<file path="src/rtl/host_wb_loader.sv">
// Host byte stream to Wishbone write loader; holds the CPU in reset until the load is complete.
// Optional read-back verify: define HOSTLOAD_READBACK_EN.
module host_wb_loader #(
    parameter logic [31:0] BASE_ADDR = 32'h00000000,
    parameter logic [31:0] MEM_SIZE  = 32'h02000000
) (
    input  logic        wb_clk_i,
    input  logic        wb_rst_i,
    input  logic [7:0]  data_i,
    input  logic        valid_i,
    input  logic        done_i,
    output logic        ack_data_o,
    output logic        ack_o,
    output logic        cpu_rst_o,
    output logic        err_o,
    output logic        ovf_o,
`ifdef HOSTLOAD_READBACK_EN
    output logic        verify_err_o,
`endif
    output logic [23:0] words_o,
    output logic [31:0] wb_adr_o,
    output logic [31:0] wb_dat_o,
    output logic [3:0]  wb_sel_o,
    output logic        wb_we_o,
    output logic        wb_cyc_o,
    output logic        wb_stb_o,
    output logic [2:0]  wb_cti_o,
    output logic [1:0]  wb_bte_o,
    input  logic [31:0] wb_dat_i,
    input  logic        wb_ack_i,
    input  logic        wb_err_i
);

    typedef enum logic [2:0] {
        COLLECT, WRITE, FLUSH, DONE
`ifdef HOSTLOAD_READBACK_EN
        , READBACK
`endif
    } state_t;

    localparam logic [32:0] LIMIT = {1'b0, BASE_ADDR} + {1'b0, MEM_SIZE};

    state_t      state;
    logic        seen;
    logic [1:0]  cnt;
    logic [23:0] bytes_q;
    logic        accept;
    logic        room;
    logic        bus_done;
    logic [31:0] flush_dat;
    logic [3:0]  flush_sel;
    logic [23:0] words_inc;

    assign wb_cti_o = 3'b000;
    assign wb_bte_o = 2'b00;

    assign accept    = (state == COLLECT) && valid_i && !seen;
    assign room      = ({1'b0, wb_adr_o} < LIMIT);
    assign bus_done  = wb_ack_i | wb_err_i;
    assign words_inc = (&words_o) ? words_o : words_o + 24'd1;

    always_comb begin
        flush_dat = 32'h0;
        flush_sel = 4'b0000;
        unique case (cnt)
            2'd1: begin flush_dat = {bytes_q[7:0], 24'h0};  flush_sel = 4'b1000; end
            2'd2: begin flush_dat = {bytes_q[15:0], 16'h0}; flush_sel = 4'b1100; end
            2'd3: begin flush_dat = {bytes_q, 8'h0};        flush_sel = 4'b1110; end
            default: ;
        endcase
    end

`ifdef HOSTLOAD_READBACK_EN
    logic [3:0]  wr_sel;
    logic        last;
    logic [31:0] rb_mask;
    assign rb_mask = {{8{wr_sel[3]}}, {8{wr_sel[2]}}, {8{wr_sel[1]}}, {8{wr_sel[0]}}};
`else
    logic unused_rd;
    assign unused_rd = ^wb_dat_i;
`endif

    always_ff @(posedge wb_clk_i) begin
        if (wb_rst_i) begin
            state      <= COLLECT;
            seen       <= 1'b0;
            cnt        <= 2'd0;
            bytes_q    <= 24'h0;
            ack_data_o <= 1'b0;
            ack_o      <= 1'b0;
            cpu_rst_o  <= 1'b1;
            err_o      <= 1'b0;
            ovf_o      <= 1'b0;
            words_o    <= 24'h0;
            wb_adr_o   <= BASE_ADDR;
            wb_dat_o   <= 32'h0;
            wb_sel_o   <= 4'h0;
            wb_we_o    <= 1'b0;
            wb_cyc_o   <= 1'b0;
            wb_stb_o   <= 1'b0;
`ifdef HOSTLOAD_READBACK_EN
            verify_err_o <= 1'b0;
            wr_sel       <= 4'h0;
            last         <= 1'b0;
`endif
        end else begin
            ack_data_o <= accept;
            if (!valid_i)
                seen <= 1'b0;
            else if (accept)
                seen <= 1'b1;

            case (state)
                COLLECT: begin
                    if (accept) begin
                        bytes_q <= {bytes_q[15:0], data_i};
                        cnt     <= cnt + 2'd1;
                        if (cnt == 2'd3) begin
                            if (room) begin
                                wb_dat_o <= {bytes_q, data_i};
                                wb_sel_o <= 4'hF;
                                wb_we_o  <= 1'b1;
                                wb_cyc_o <= 1'b1;
                                wb_stb_o <= 1'b1;
                                state    <= WRITE;
                            end else begin
                                ovf_o <= 1'b1;
                            end
                        end
                    end else if (done_i) begin
                        cnt <= 2'd0;
                        if (cnt != 2'd0 && room) begin
                            wb_dat_o <= flush_dat;
                            wb_sel_o <= flush_sel;
                            wb_we_o  <= 1'b1;
                            wb_cyc_o <= 1'b1;
                            wb_stb_o <= 1'b1;
                            state    <= FLUSH;
                        end else begin
                            if (cnt != 2'd0)
                                ovf_o <= 1'b1;
                            ack_o     <= 1'b1;
                            cpu_rst_o <= 1'b0;
                            state     <= DONE;
                        end
                    end
                end
                WRITE, FLUSH: begin
                    if (bus_done) begin
                        if (wb_err_i)
                            err_o <= 1'b1;
`ifdef HOSTLOAD_READBACK_EN
                        if (!wb_err_i) begin
                            wb_we_o  <= 1'b0;
                            wr_sel   <= wb_sel_o;
                            wb_sel_o <= 4'hF;
                            last     <= (state == FLUSH);
                            state    <= READBACK;
                        end else
`endif
                        begin
                            wb_cyc_o <= 1'b0;
                            wb_stb_o <= 1'b0;
                            wb_we_o  <= 1'b0;
                            wb_adr_o <= wb_adr_o + 32'd4;
                            words_o  <= words_inc;
                            if (state == FLUSH) begin
                                ack_o     <= 1'b1;
                                cpu_rst_o <= 1'b0;
                                state     <= DONE;
                            end else begin
                                state <= COLLECT;
                            end
                        end
                    end
                end
`ifdef HOSTLOAD_READBACK_EN
                READBACK: begin
                    if (bus_done) begin
                        if (wb_err_i)
                            err_o <= 1'b1;
                        else if (((wb_dat_i ^ wb_dat_o) & rb_mask) != 32'h0)
                            verify_err_o <= 1'b1;
                        wb_cyc_o <= 1'b0;
                        wb_stb_o <= 1'b0;
                        wb_adr_o <= wb_adr_o + 32'd4;
                        words_o  <= words_inc;
                        if (last) begin
                            ack_o     <= 1'b1;
                            cpu_rst_o <= 1'b0;
                            state     <= DONE;
                        end else begin
                            state <= COLLECT;
                        end
                    end
                end
`endif
                default: ;
            endcase
        end
    end

endmodule

</file>
<file path="config.mk">
export PLATFORM = sky130hd
export DESIGN_NAME = host_wb_loader
export DESIGN_NICKNAME = d
export VERILOG_FILES = /design/src/rtl/host_wb_loader.sv
export SDC_FILE = /design/constraint.sdc
export NUM_CORES = 1
export LEC_CHECK = 0
export CORE_UTILIZATION = 30
export CTS_CLUSTER_DIAMETER = 30
export DETAILED_ROUTE_END_ITERATION = 10
export PLACE_DENSITY = 0.62
export SLEW_MARGIN = 30
export SYNTH_ARGS = -nofsm -noshare
export SYNTH_HDL_FRONTEND = slang
export SYNTH_SLANG_ARGS = --single-unit
</file>
<file path="constraint.sdc">
create_clock -name wb_clk_i -period 3.4 [get_ports wb_clk_i]
set_input_delay 0.68 -clock wb_clk_i [delete_from_list [all_inputs] [get_ports wb_clk_i]]
set_output_delay 0.68 -clock wb_clk_i [all_outputs]
set_load 0.005 [all_outputs]
</file>
== After elaboration in Yosys (flattened, before gate mapping) ==
Cells that the tools add are included.

* Reduce and logical (&&, ||, !) cells: 23
* Muxes and demuxes: 47
* Add/subtract/negate cells: 3
* Bitwise logic cells: 3
* Equal/unequal tests: 18
* Order comparisons: 1

{| class="wikitable"
|+ Operators with widths
! operator !! count
|-
| 32-bit 2-to-1 mux || 5
|-
| 32-bit case mux with 3 select lines || 1
|-
| 32-bit by 3-bit adder with 32-bit output (second input constant) || 1
|-
| 32-bit by 26-bit < comparator with 1-bit output (second input constant) || 1
|-
| 24-bit by 1-bit adder with 24-bit output (second input constant) || 1
|-
| 24-bit AND reduction || 1
|-
| 1-bit 2-to-1 mux || 23
|-
| 4-bit 2-to-1 mux || 5
|-
| 6-bit AND reduction || 3
|-
| 3-bit 2-to-1 mux || 5
|-
| 2-bit inequality test (second input constant) || 7
|-
| 4-bit case mux with 3 select lines || 1
|-
| 5-bit AND reduction || 2
|-
| 2-bit nonzero test || 5
|-
| 2-bit 2-to-1 mux || 3
|-
| 3-bit by 2-bit inequality test with 1-bit output (second input constant) || 2
|-
| 3-bit inequality test (second input constant) || 2
|-
| 1-bit case mux with 2 select lines || 3
|-
| 3-bit case mux with 2 select lines || 1
|-
| 2-bit AND reduction || 3
|-
| 3-bit AND reduction || 2
|-
| 2-bit equality test (second input constant) || 2
|-
| 2-bit by 1-bit inequality test with 1-bit output (second input constant) || 2
|-
| 2-bit OR reduction || 2
|-
| 9 further kinds || 12
|}

* Input bits: 46
* Word-level logic and storage cells: 109
* Output and inout port bits: 105
* Register bits: 128

== Logic depth before layout (Yosys ltp) ==
* Depth after elaboration: 6
* Mapped depth: 9
* Depth with buffers taken out: 7

== Worst setup path after synthesis ==
No wires, ideal clock.

* Path kind: reg2reg
* Start: reg state[0]
* End: reg words_o[21]
* Path buffers: 1
* Path slack: 1370 ps
* Clock period less this slack: 2030 ps
* Cell stages (with the launch flop): 9
* Required time: 3330 ps
* Arrival time: 1960 ps
* Library setup time: 70 ps
* Cells stage by stage: dfxtp_1 -> inv_1 -> ha_1 -> buf_6 -> o21ai_4 -> nor4_4 -> o41ai_4 -> or4_1 -> a21oi_1

* Cells in the longest elaborated chain, start to end: 3
* Elaborated cells on any way between the ends: 4
* Those cells by class: eq/ne (2); reduce/logical (2)

{| class="wikitable"
|+ Ends and longest elaborated chain
! item !! line !! RTL
|-
| start, declared || 43 || <nowiki>state_t state;</nowiki>
|-
| start signal, assigned || 85 || <nowiki>state <= COLLECT;</nowiki>
|-
| start signal, assigned || 125 || <nowiki>state <= WRITE;</nowiki>
|-
| start signal, assigned || 138 || <nowiki>state <= FLUSH;</nowiki>
|-
| 3-bit by 2-bit equality test with 1-bit output / 3-bit by 1-bit equality test with 1-bit output (equally long branches) || 113 || <nowiki>case (state)</nowiki>
|-
| 2-bit OR reduction * || 113 ||
|-
| 3-bit AND reduction (no line) * || n/a ||
|-
| end signal, assigned || 166 || <nowiki>words_o <= words_inc;</nowiki>
|-
| end, declared || 20 || <nowiki>output logic [23:0] words_o,</nowiki>
|}

Every way passes the cells marked *; elsewhere a longest branch is shown, timed or not.
A chain may end at the register's enable or synchronous reset.

== Final worst setup path ==
* Start: reg state[1]
* End: reg words_o[19]

Same word-level chain as after synthesis.

==> parameters.txt <==
Parameter                              Value

Finish
  Area of combinational cells with multiple inputs ... 0.00269 mm^2
  Total area of sequential cells ... 0.00250 mm^2
  Most used cells in the layout excluding fill and tap cells ... 125 x sky130_fd_sc_hd__dfxtp_1, 110 x sky130_fd_sc_hd__clkdlybuf4s50_1, 81 x sky130_fd_sc_hd__nand2_1, 75 x sky130_fd_sc_hd__nor2_1, 59 x sky130_fd_sc_hd__a21oi_1
  Fraction of layout cells with a size suffix above 1 ... 0.0722
  Fillcell total ... 1715
  Most frequent standard cell in the layout excluding fill and tap cells ... sky130_fd_sc_hd__dfxtp_1
  Count of inserted antenna diode cells ... 0
  Total Nets Final ... 790
  Fin cells ... 973
  Synthesis-to-finish area growth ... 35.0%

Yosys
  Post-synthesis cell count ... 635
  Synth unique cells ... 56
  Register bit total from synthesis ... 125
  Seq/Total Area, Yosys ... 0.460
  Syn Std Cell Area ... 0.00544 mm^2
  Share of synthesized flip-flops with an asynchronous set or reset ... 0
  Average cell area after synthesis ... 8.57 um^2
  EDFF count, synth ... 0
  Synthesis Warnings ... 0
  Most common flop cell mapped by yosys ... sky130_fd_sc_hd__dfxtp_1

Pwr
  PD cells ... 635 mW/mm^2
  Total power draw ... 0.00466 W
  Worst supply voltage drop on vdd ... 0.440 mV
  P_leak ... 2.50 nW

Setup path
  Crit path capture type ... register
  CP Capture Point ... words_o[19]$_SDFFE_PP0P_
  Launching point of the worst reg2reg path ... state[1]$_SDFFE_PP0P_
  Slowest cell on the critical path ... sky130_fd_sc_hd__ha_1
  Arrival time at the worst endpoint ... 2780 ps
  Largest stage delay on the critical path ... 480 ps
  Critical Path Source ... state[1]$_SDFFE_PP0P_
  Data required, critical path ... 3740 ps
  Flop2flop setup slack ... 950 ps
  Critical path startpoint category ... register
  Category of the critical setup timing path ... reg2reg
  Cells along the critical path ... inv_1, ha_1, o21ai_4, nor4_4, o41ai_4, or4_1, a21oi_1
  Reg2Reg Capture Point ... words_o[19]$_SDFFE_PP0P_
  Biggest fanout along the worst timing path ... 9
  FF-to-FF path depth ... 7

Die
  Placeable Area ... 0.0175 mm^2
  Initial Utilization ... 0.311
  # IOs ... 151
  Die extent in y ... 137 um
  Overall die width ... 137 um
  Site Rows ... 48
  Total Die Area ... 0.0187 mm^2

Routing
  Routed len/inst ... 14.5 um
  Antenna Violating Nets Remaining ... 0
  Post-DR vias/cell ... 4.93
  Initial DRC count ... 290
  Via Count ... 4801
  DRC violations left ... 0
  DRT Wirelength ... 14100 um
  First-pass detailed-route iteration total ... 5

Place
  Port-buffer cells ... 111
  Cells after DPL ... 941
  Detailed-placement wirelength estimate ... 9410 um
  Placer congestion estimate ... 0.786

Clock tree
  CTS tree ... built
  CTS Root Cell ... sky130_fd_sc_hd__clkbuf_16
  Post-CTS Hold Fix Bufs ... 0
  Clock-pin slew on the worst setup and hold paths ... 60 ps
  Clock latency of the later-clocked register in the worst-skew pair ... 410 ps
  Maximum level of the CTS H-tree ... 4
  Cts bufs inserted ... 17
  # clock sinks ... 125
  Post_cts resized ... 0
  Maximum buffer depth of the clock tree ... 2
  Post-CTS Setup Inserts ... 0

Global routing
  First-pass GRT wire length ... 22700 um
  Via count of the first global-routing pass ... 4371
  Overall overflow remaining after global route ... 0
  GRT Util Overall ... 0.154
  Initial antenna violation count ... 0
  Largest net degree at the start of global routing ... 64

Run
  Number of maximum-capacitance constraint violations ... 0

STA
  Number of pins with negative max-slew slack in the final report ... 0
  Final setup TNS ... 0 ps
  Number of failing hold endpoints at the final stage ... 0
  Worst-margin pin slew ... 737 ps
  Final worst clock skew ... 5.16 ps
  Worst slew margin relative to its limit ... 0.505
  RSZ-0062 raised after global routing ... no
  Post-route minimum period ... 2450 ps
  Endpoints failing setup ... 0
  Crit share post-route ... 0.720
  Max Clk Rate ... 408 MHz

Worst hold path
  Hold Path Stages ... 2
  Hold/Removal Path Class ... reg2reg

Run status
  Run status ... completed
worst min path at each step:
stage                               from                        end  slack, ps
2_1_floorplan   bytes_q[16]$_SDFFE_PP0P_   bytes_q[16]$_SDFFE_PP0P_        440
3_5_place_dp   wb_dat_o[11]$_SDFFE_PP0P_  wb_dat_o[11]$_SDFFE_PP0P_        450
4_1_cts        wb_dat_o[11]$_SDFFE_PP0P_  wb_dat_o[11]$_SDFFE_PP0P_        460
5_1_grt               ack_o$_SDFFE_PP0P_         ack_o$_SDFFE_PP0P_        470
3_3_place_gp   wb_dat_o[10]$_SDFFE_PP0P_  wb_dat_o[10]$_SDFFE_PP0P_        440
6_report       wb_dat_o[11]$_SDFFE_PP0P_  wb_dat_o[11]$_SDFFE_PP0P_        450
power breakdown:
part           switching, W  total, W  internal (W)  leakage, nW
Sequential         0.000108   0.00170       0.00160         1.01
Combinational      0.000572   0.00101      0.000435         1.17
Clock              0.000648   0.00195       0.00130        0.313
Total               0.00133   0.00466       0.00333         2.50
registers in the layout (all words and copies together), names as in the netlist:
register,cells
wb_stb_o,1
wb_adr_o,30
ovf_o,1
err_o,1
bytes_q,24
cpu_rst_o,1
ack_o,1
state,2
wb_dat_o,32
cnt,2
seen,1
ack_data_o,1
wb_sel_o,4
words_o,24
stage by stage:
step            util  hold slack, ps  worst slack, ps  cell area [um^2]
2_1_floorplan      -             436             1370              5460
3_3_place_gp   0.383             440              651              6700
3_5_place_dp   0.383             448              645              6700
4_1_cts        0.420             455              938              7340
5_1_grt        0.420             473              734              7340
6_report       0.420             452              952              7340
worst max-delay path, delay by kind of cell (launching register included):
family / cells / cell delay [ps]
flops: 1 / 360
compound gates: 3 / 550
buf+inv: 1 / 80
simple gates: 2 / 910
fa+ha+maj: 1 / 480
final cells by class:
type | instances | area share
Clock buffer | 22 | 0.0659
Clock inverter | 10 | 0.0216
Inverter | 11 | 0.00562
Multi-Input combinational cell | 459 | 0.367
Sequential cell | 125 | 0.341
Tap cell | 225 | 0.0383
Timing Repair Buffer | 121 | 0.161
cells in the mapped netlist (4+ instances only):
master / count / area [um^2]
sky130_fd_sc_hd__or4_1: 5 / 37.5
sky130_fd_sc_hd__nand3_1: 29 / 145
sky130_fd_sc_hd__a22oi_1: 6 / 45.0
sky130_fd_sc_hd__o21ai_0: 16 / 80.1
sky130_fd_sc_hd__a222oi_1: 8 / 80.1
sky130_fd_sc_hd__nor4_1: 8 / 50.1
sky130_fd_sc_hd__a211oi_1: 11 / 82.6
sky130_fd_sc_hd__nor2_1: 75 / 282
sky130_fd_sc_hd__o21a_1: 4 / 30.0
sky130_fd_sc_hd__xnor2_1: 14 / 123
sky130_fd_sc_hd__buf_1: 5 / 18.8
sky130_fd_sc_hd__a21oi_1: 59 / 295
sky130_fd_sc_hd__nand2b_1: 4 / 25.0
sky130_fd_sc_hd__buf_2: 7 / 35.0
sky130_fd_sc_hd__ha_1: 9 / 113
sky130_fd_sc_hd__dfxtp_1: 125 / 2500
sky130_fd_sc_hd__nand4_1: 20 / 125
sky130_fd_sc_hd__nor3_1: 12 / 60.1
sky130_fd_sc_hd__xor2_1: 24 / 210
sky130_fd_sc_hd__clkbuf_1: 23 / 86.3
sky130_fd_sc_hd__or3_1: 6 / 37.5
sky130_fd_sc_hd__nand2_1: 81 / 304
sky130_fd_sc_hd__inv_1: 11 / 41.3
sky130_fd_sc_hd__buf_4: 10 / 75.1
sky130_fd_sc_hd__o31ai_1: 4 / 30.0
sky130_fd_sc_hd__a32oi_1: 8 / 70.1
sky130_fd_sc_hd__and3_1: 7 / 43.8
sky130_fd_sc_hd__and4_1: 7 / 61.3
routing by layer:
metal / wire [um] / track usage
met1: 6970 / 0.217
met2: 6290 / 0.226
met3: 682 / 0.0363
met4: 192 / 0.0556
met5: 0 / 0
cell families (layout without fill, tap and decap cells):
family / after synthesis / after routing / synth area share
compound gates: 137 / 137 / 0.169
fa+ha+maj: 9 / 9 / 0.0207
xor+xnor: 38 / 38 / 0.0612
mux: 1 / 1 / 0.00184
buf+inv: 57 / 164 / 0.0492
other cells: 1 / 7 / 0.000689
flops: 125 / 125 / 0.460
simple gates: 267 / 267 / 0.237
(Power assumes the default switching activity.)
